--- src/rtl/prienc_pkg.sv ---
// Shared types and helpers for the registered N-input priority/round-robin arbiter.
package prienc_pkg;

  typedef enum logic {
    IDLE  = 1'b0,
    GRANT = 1'b1
  } state_e;

  localparam logic MODE_FIXED = 1'b0;
  localparam logic MODE_RR    = 1'b1;

  // Descending pointer step with wrap from 0 back to n-1.
  function automatic int ptr_dec(input int idx, input int n);
    return (idx == 0) ? n - 1 : idx - 1;
  endfunction

endpackage

--- src/rtl/prienc_rot_n.sv ---
// Combinational rotating priority encoder: searches req downward from
// index 'start', wrapping from 0 to N-1; the first set bit wins.
module prienc_rot_n #(
  parameter int N  = 4,
  parameter int IW = $clog2(N)
) (
  input  logic [N-1:0]  req,
  input  logic [IW-1:0] start,
  output logic [IW-1:0] idx,
  output logic          any
);

  // One extra bit lets start+N-off address a doubled copy of req without modulo.
  localparam int PW = IW + 1;

  logic [2*N-1:0] req2;
  logic [PW-1:0]  pos;

  assign req2 = {req, req};

  // Walk offsets from farthest to nearest so the nearest set bit is the final winner.
  always_comb begin
    idx = '0;
    any = 1'b0;
    pos = '0;
    for (int off = N - 1; off >= 0; off--) begin
      pos = PW'(start) + PW'(N) - PW'(off);
      if (req2[pos]) begin
        any = 1'b1;
        idx = (pos >= PW'(N)) ? IW'(pos - PW'(N)) : IW'(pos);
      end
    end
  end

endmodule

--- src/rtl/prienc_rr_arbiter.sv ---
// Registered N-way arbiter with run-time selectable fixed (MSB highest) or
// round-robin priority, grant held until release or optional hold timeout.
//
// Handshake: a requester raises req[k] and keeps it high for as long as it
// wants ownership; gnt[k]/gnt_vld appear one cycle after req[k] is sampled in
// IDLE and stay stable until req[k] is sampled low (or the hold timeout fires,
// signalled by a one-cycle tmo_evt). At least one idle cycle separates grants.
module prienc_rr_arbiter
  import prienc_pkg::*;
#(
  parameter int N   = 4,
  parameter int TMO = 0,
  localparam int IW = $clog2(N)
) (
  input  logic          clk,
  input  logic          rst,
  input  logic          mode,
  input  logic [N-1:0]  req,
  output logic [N-1:0]  gnt,
  output logic [IW-1:0] gnt_idx,
  output logic          gnt_vld,
  output logic          tmo_evt,
  output state_e        dbg_state,
  output logic [IW-1:0] dbg_ptr
);

  localparam bit          TMO_EN   = (TMO > 0);
  localparam logic [15:0] TMO_LAST = 16'((TMO > 0) ? TMO - 1 : 0);
  localparam logic [IW-1:0] TOP_IDX = IW'(N - 1);

  state_e        state_q, state_d;
  logic [N-1:0]  gnt_q, gnt_d;
  logic [IW-1:0] gnt_idx_q, gnt_idx_d;
  logic          gnt_vld_q, gnt_vld_d;
  logic          tmo_evt_q, tmo_evt_d;
  logic [IW-1:0] ptr_q, ptr_d;
  logic [15:0]   cnt_q, cnt_d;

  logic [IW-1:0] start;
  logic [IW-1:0] win_idx;
  logic          win_any;

  // Fixed mode is round-robin with the search pinned at the top index.
  assign start = (mode == MODE_RR) ? ptr_q : TOP_IDX;

  prienc_rot_n #(.N(N), .IW(IW)) u_rot (
    .req   (req),
    .start (start),
    .idx   (win_idx),
    .any   (win_any)
  );

  // Next-state: arbitrate in IDLE; in GRANT hold, count, and release.
  always_comb begin
    state_d   = state_q;
    gnt_d     = gnt_q;
    gnt_idx_d = gnt_idx_q;
    gnt_vld_d = gnt_vld_q;
    tmo_evt_d = 1'b0;
    ptr_d     = ptr_q;
    cnt_d     = cnt_q;
    case (state_q)
      IDLE: begin
        if (win_any) begin
          state_d        = GRANT;
          gnt_d          = '0;
          gnt_d[win_idx] = 1'b1;
          gnt_idx_d      = win_idx;
          gnt_vld_d      = 1'b1;
          cnt_d          = '0;
        end
      end
      GRANT: begin
        if (!req[gnt_idx_q] || (TMO_EN && (cnt_q == TMO_LAST))) begin
          // A dropping request wins over a coincident timeout: no event then.
          tmo_evt_d = req[gnt_idx_q];
          state_d   = IDLE;
          gnt_d     = '0;
          gnt_idx_d = '0;
          gnt_vld_d = 1'b0;
          ptr_d     = IW'(ptr_dec(int'(gnt_idx_q), N));
        end else begin
          cnt_d = cnt_q + 16'd1;
        end
      end
      default: state_d = IDLE;
    endcase
  end

  // State and output registers; reset overrides every other event.
  always_ff @(posedge clk) begin
    if (rst) begin
      state_q   <= IDLE;
      gnt_q     <= '0;
      gnt_idx_q <= '0;
      gnt_vld_q <= 1'b0;
      tmo_evt_q <= 1'b0;
      ptr_q     <= TOP_IDX;
      cnt_q     <= '0;
    end else begin
      state_q   <= state_d;
      gnt_q     <= gnt_d;
      gnt_idx_q <= gnt_idx_d;
      gnt_vld_q <= gnt_vld_d;
      tmo_evt_q <= tmo_evt_d;
      ptr_q     <= ptr_d;
      cnt_q     <= cnt_d;
    end
  end

  assign gnt       = gnt_q;
  assign gnt_idx   = gnt_idx_q;
  assign gnt_vld   = gnt_vld_q;
  assign tmo_evt   = tmo_evt_q;
  assign dbg_state = state_q;
  assign dbg_ptr   = ptr_q;

endmodule

--- config.mk ---
export PLATFORM = sky130hd
export DESIGN_NAME = prienc_rr_arbiter
export DESIGN_NICKNAME = d
export VERILOG_FILES = /design/src/rtl/prienc_pkg.sv /design/src/rtl/prienc_rot_n.sv /design/src/rtl/prienc_rr_arbiter.sv
export SDC_FILE = /design/constraint.sdc
export NUM_CORES = 1
export LEC_CHECK = 0
export CORE_UTILIZATION = 41
export DETAILED_ROUTE_END_ITERATION = 6
export GPL_TIMING_DRIVEN = 0
export PLACE_DENSITY = 0.73
export SETUP_SLACK_MARGIN = 0.1
export SLEW_MARGIN = 20
export SYNTH_ARGS = -nofsm -noshare
export SYNTH_HDL_FRONTEND = slang
export SYNTH_SLANG_ARGS = --single-unit
--- constraint.sdc ---
create_clock -name clk -period 1.8 [get_ports clk]
set_input_delay 0.54 -clock clk [delete_from_list [all_inputs] [get_ports clk]]
set_output_delay 0.54 -clock clk [all_outputs]
set_load 0.05 [all_outputs]
* Word level (Yosys, flattened, before mapping)
Index checks and enable logic that the tools add are counted. Widths: inputs -> output; s select.
Storage, ports and cells: register bits after elaboration 10, input bits 7, output and inout port bits 11, word-level logic and storage cells 71
Cells by class: add/subtract/negate cells 9, magnitude comparators 11, eq/ne operators 2, mux-type cells 38, bitwise operators 2, reductions and logical operators 4
Operators by type and width (number):
- $mux 2 | 12
- $lt 3x4->1 const B | 4
- $mux 1 | 14
- $bmux 1 s3 | 4
- $ge 3x3->1 const B | 4
- $sub 2x1->2 const B | 5
- $mux 4 | 2
- $pmux 4 s2 | 1
- $lt 2x3->1 const B | 2
- $sub 3x2->3 const B | 2
- $pmux 1 s2 | 2
- $pmux 2 s2 | 1
- $reduce_and 2->1 | 2
- $add 2x3->3 const B | 1
- $sub 3x1->3 const B | 1
- $bmux 1 s2 | 1
- $demux 1 s2 | 1
- $ge 2x1->1 const B | 1
- $logic_not 2->1 | 1
- $ne 2x1->1 const B | 1
- $ne 2x2->1 const B | 1
- $not 1->1 | 2
- $logic_and 1x1->1 | 1

* Logic depth before layout (Yosys ltp)
depth in word-level cells 15, mapped depth 7, gate-level depth less buffers 6

* By module
Synthesis repeated with hierarchy kept, for this count alone.
Unflattened totals: cell total of the unflattened synthesis 69, area total of the unflattened synthesis 590.6 um2
Modules (own cells, without submodules):
- prienc_rr_arbiter | instances 1, cells each 56, area each 498.0 um2, sequential area each 200.2 um2
- prienc_rot_n | instances 1, cells each 13, area each 92.6 um2, sequential area each 0.0 um2

* Worst setup path before layout
No wires, ideal clock.
path type register -> register, from register ptr_q[0], in the netlist dbg_ptr[0], to register gnt_q[2], in the netlist gnt[2], setup time 117 ps, arrival 1947 ps, data required time 1683 ps, setup slack -265 ps, cell stages (with the launch flop) 8, buffers on the path 1, period minus slack after synthesis 2065 ps, cells stage by stage dfxtp_1 buf_6 nand3b_1 o21ai_1 a221o_1 nand3_1 mux2_4 a32o_2
Between the ends: longest elaborated chain between the ends 15, elaborated cells on any way between the ends 42, classes of those cells 8 x add/sub; 6 x order compare; 1 x eq/ne; 25 x mux; 2 x reduce/logical
Ends and longest elaborated chain:
- from (decl) | RTL line prienc_rr_arbiter.sv:36 | logic [IW-1:0] ptr_q, ptr_d;
- from (signal assigned) | RTL line prienc_rr_arbiter.sv:106 | ptr_q <= ptr_d;
- $mux 2 * | RTL line prienc_rr_arbiter.sv:44 | assign start = (mode == MODE_RR) ? ptr_q : TOP_IDX;
- $add 2x3->3 * | RTL line prienc_rot_n.sv:27 | pos = PW'(start) + PW'(N) - PW'(off);
- $sub 3x2->3 | RTL line prienc_rot_n.sv:27
- $ge 3x3->1 (tied with other cells) | RTL line prienc_rot_n.sv:30 | idx = (pos >= PW'(N)) ? IW'(pos - PW'(N)) : IW'(pos);
- $mux 2 or $mux 1 (tied branches) | RTL line prienc_rot_n.sv:30, prienc_rot_n.sv:28
- $mux 2 (4 in a row) | RTL line prienc_rot_n.sv:28 | if (req2[pos]) begin
- $lt 2x3->1 (implied by the code) or $ge 2x1->1 (tied branches) | RTL line prienc_rr_arbiter.sv:67 | gnt_d[win_idx] = 1'b1;
- $logic_and 1x1->1 (implied by the code) | RTL line prienc_rr_arbiter.sv:67
- $mux 1 (implied by the code) | RTL line prienc_rr_arbiter.sv:67
- $demux 1 s2 | RTL line prienc_rr_arbiter.sv:67
- $mux 4 | RTL line prienc_rr_arbiter.sv:64 | if (win_any) begin
- $pmux 4 s2 | RTL line prienc_rr_arbiter.sv:62 | case (state_q)
- to (signal assigned) | RTL line prienc_rr_arbiter.sv:102 | gnt_q <= gnt_d;
- to (decl) | RTL line prienc_rr_arbiter.sv:32 | logic [N-1:0] gnt_q, gnt_d;
Every way passes the cells marked *; elsewhere a longest branch is shown, timed or not. The select of a mux whose other input is x is not followed. A chain may end at the register's enable or synchronous reset.

* Worst setup path in the final report
from input port req[2], to register gnt_q[2], in the netlist gnt[2]
Between the ends: longest elaborated chain between the ends 12, elaborated cells on any way between the ends 28, classes of those cells 2 x order compare; 2 x eq/ne; 22 x mux; 2 x reduce/logical
Ends and longest elaborated chain:
- from (decl) | RTL line prienc_rr_arbiter.sv:18 | input logic [N-1:0] req,
- $bmux 1 s3 | RTL line prienc_rot_n.sv:28
- $mux 1 (implied by the code) | RTL line prienc_rot_n.sv:28
- $mux 2 (4 in a row) | RTL line prienc_rot_n.sv:28
- $lt 2x3->1 (implied by the code) or $ge 2x1->1 (tied branches) | RTL line prienc_rr_arbiter.sv:67
- $logic_and 1x1->1 (implied by the code) | RTL line prienc_rr_arbiter.sv:67
- $mux 1 (implied by the code) | RTL line prienc_rr_arbiter.sv:67
- $demux 1 s2 | RTL line prienc_rr_arbiter.sv:67
- $mux 4 | RTL line prienc_rr_arbiter.sv:64
- $pmux 4 s2 | RTL line prienc_rr_arbiter.sv:62
Several ways; a longest one is shown, not always the timed one. The select of a mux whose other input is x is not followed.

==> impl_results.md <==
* Status: completed
* Overall die height at 42.0 um
* Setup clock skew after layout at 0.00641 ns
* Synthesized net count at 81
* Buffer cell driving the clock tree root: clkbuf_4
* TritonCTS Buffers at 3
* Reg clk slew, reported paths at 0.07 ns
* Layout cell share with drive strength beyond 1 at 40.6%
* Number of antenna cells inserted at 0
* Library cell with the largest summed area after synthesis: dfxtp_1
* Critical path class: in2reg
* Cell area power density at 786 nW/um2
* Avg WL per Cell at 13.1 um
* Core Util, Final at 59.6%
* Dpl ws at -0.625 ns
* Number of clock sinks at 10
* Die area at 1770 um2
* Worst Setup Start Kind: input port
* Total gr overflow at 0
* Cell area after technology mapping at 657 um2
* CTS H-tree depth at 1
* Worst R2R Path Depth at 7
* Required time worst endpoint at 1.97 ns
* Power, Total at 0.000706 W
* Post-route fraction of the period consumed by the critical path at 94.6%
* Ranking of synthesized cells by area: dfxtp_1 30%, nand2_1 5.7%, o21ai_0 4.6%
* Clock tree buffer depth at 2
* Core box area at 1510 um2
* Half-perimeter wire length after placement at 971 um
* Wire length of the first global-routing pass at 2.33 mm
* Part of the Yosys area used for sequential elements at 30.5%
* Post-detailed-routing wire length at 1.47 mm
* Number of design rule violations left after detail routing at 0
* Initial antenna violation count at 0
* Clock latency at the later pin of the worst-skew pair at 0.28 ns
* Hold Slack at 0.475 ns
* Setup crit end kind: flip-flop
* Total setup violations reported at the end of the flow at 0
* Static Leakage at 0.397 nW
* Clk pwr share at 29.5%
* Area overhead of the layout relative to synthesis at 36.8%
* Combinational share of power at 34.4%
* Yosys cell types at 38
* Arrival @ worst endpoint at 1.88 ns
* Highest fanout seen on the critical path at 7
* Type of the tightest min-delay check: reg2reg
* Number of port buffers at 15
* I/O pins at 18
* Number of vias in the routed layout at 622
* Average vias per placed instance at 5.55
* Synth async-reset ratio at 0%
* Shortest clock period the worst path allows after layout at 1.70 ns
* Largest net degree at the start of global routing at 10
* Yosys Warn Count at 0
* Worst setup margin at 0.0974 ns
* Number of max-cap violations at 0
* Count of nets after finishing at 105
* Switching power as a share of total power at 35.8%
* Initial core utilization at 43.6%
* Dominant synthesized flop cell: dfxtp_1
* Starting DRC count in detailed routing at 16
* Synthesized area per cell at 9.00 um2
* Post-synth EDFFs at 0
* Post-synthesis instance total at 73
* Share of total power in sequential cells at 36.1%
* Post-synthesis register bit count at 10
* Hold-fix buffers at CTS at 0
* Cells on Worst Hold Path at 2
* Number of nets with antenna violations after routing at 0
* Final sum of negative setup slack at 0 ns
* First-pass DRT Iterations at 4
* Clock tree from TritonCTS: done
* Top cell type's share of synthesized area at 30.5%
* Unrepaired setup endpoints after global routing: true
* Final Hold Vio Count at 0
* Slew Viols, Final at 0
* Max Fclk at 0.587 GHz
* Most used standard cells in the synthesized netlist: 10 x dfxtp_1, 10 x nand2_1, 6 x o21ai_0
* Width of the chip at 42.0 um
* Cell Int Power at 0.000454 W
* Number of global-route vias before repair at 544
* Overall fraction of global-route tracks in use at 17.6%
* Net switching power at 0.000253 W
* Global placement routability congestion at 0.764
* Peak supply drop at 0.438 mV
* Number of placement rows at 14
## flip-flops by register name (all words and copies together), names as in the netlist
signal	count
gnt_vld	1
gnt_idx	2
dbg_state	1
dbg_ptr	2
gnt	4
## power groups by stage
| stage | clock network [W] | registers [W] | logic (W) |
|---|---|---|---|
| floorplan | 0 | 0.000323 | 0.000104 |
| global placement | 0 | 0.000259 | 0.000241 |
| detailed placement | 0 | 0.000260 | 0.000242 |
| CTS | 0.000213 | 0.000254 | 0.000240 |
| global route | 0.000221 | 0.000258 | 0.000258 |
| finish | 0.000209 | 0.000255 | 0.000243 |
## cell type report
type / instances / area, um2
fill: 138 / 608
multi-input combinational: 53 / 425
sequential: 10 / 213
timing repair buffer: 19 / 150
clock buffer: 4 / 36.3
buffer: 4 / 31.3
inverter: 6 / 22.5
tap: 16 / 20.0
## worst max-delay path, stage by stage
cell             delay [ns]
clkdlybuf4s15_2        0.25
mux4_2                 0.50
nor2b_4                0.15
or2_4                  0.15
inv_2                  0.04
a32o_2                 0.24
## per-layer routing
| metal | routed length (um) | global-route usage [%] |
|---|---|---|
| met5 | 0 | 0 |
| met2 | 661 | 25.3 |
| met1 | 695 | 22.8 |
| met3 | 79 | 4.74 |
| met4 | 35 | 11.9 |
## placed cells by master, fill, tap and decap left out, drive strengths merged, types with 2 or more instances in the layout
cell type,count
a32o,2
buf,12
clkbuf,6
clkdlybuf4s15,5
dfxtp,10
dlygate4sd2,4
inv,6
mux2i,2
nand2,10
nand2b,2
nand3,2
nand3b,2
nor2,4
nor2b,3
nor3,2
o21ai,7
o32ai,2
## per-stage QoR
step           cells  area [um2]
2_1_floorplan     73         669
3_3_place_gp     104         840
3_5_place_dp     104         840
4_1_cts          112         898
5_1_grt          112         898
6_report         112         898
## kinds of logic (layout without fill, tap and decap cells)
kind of cell | after synthesis | in the layout | share of synthesized area [%]
muxes | 4 | 4 | 8.76
other | 1 | 1 | 0.571
and+or+nand+nor | 30 | 30 | 29.5
buffers and inverters | 10 | 33 | 7.81
DFF | 10 | 10 | 30.5
adders and majority gates | 1 | 1 | 1.90
AOI/OAI and AO/OA | 17 | 17 | 21.0
## repair_timing
action	in CTS	in global routing
pin swaps	1	0
setup buffers	4	0
resized for setup	35	12
endpoints found under the setup margin	20	15
## final timing paths
kind	slack [ns]	from	endpoint
setup / recovery	0.1	req[2]	gnt[2]
hold / removal	0.47	gnt[3]	gnt[3]
setup reg to reg	0.12	dbg_ptr[1]	gnt[2]
hold reg to reg	0.47	gnt[3]	gnt[3]
No activity file was read; power rests on OpenSTA's default activity.
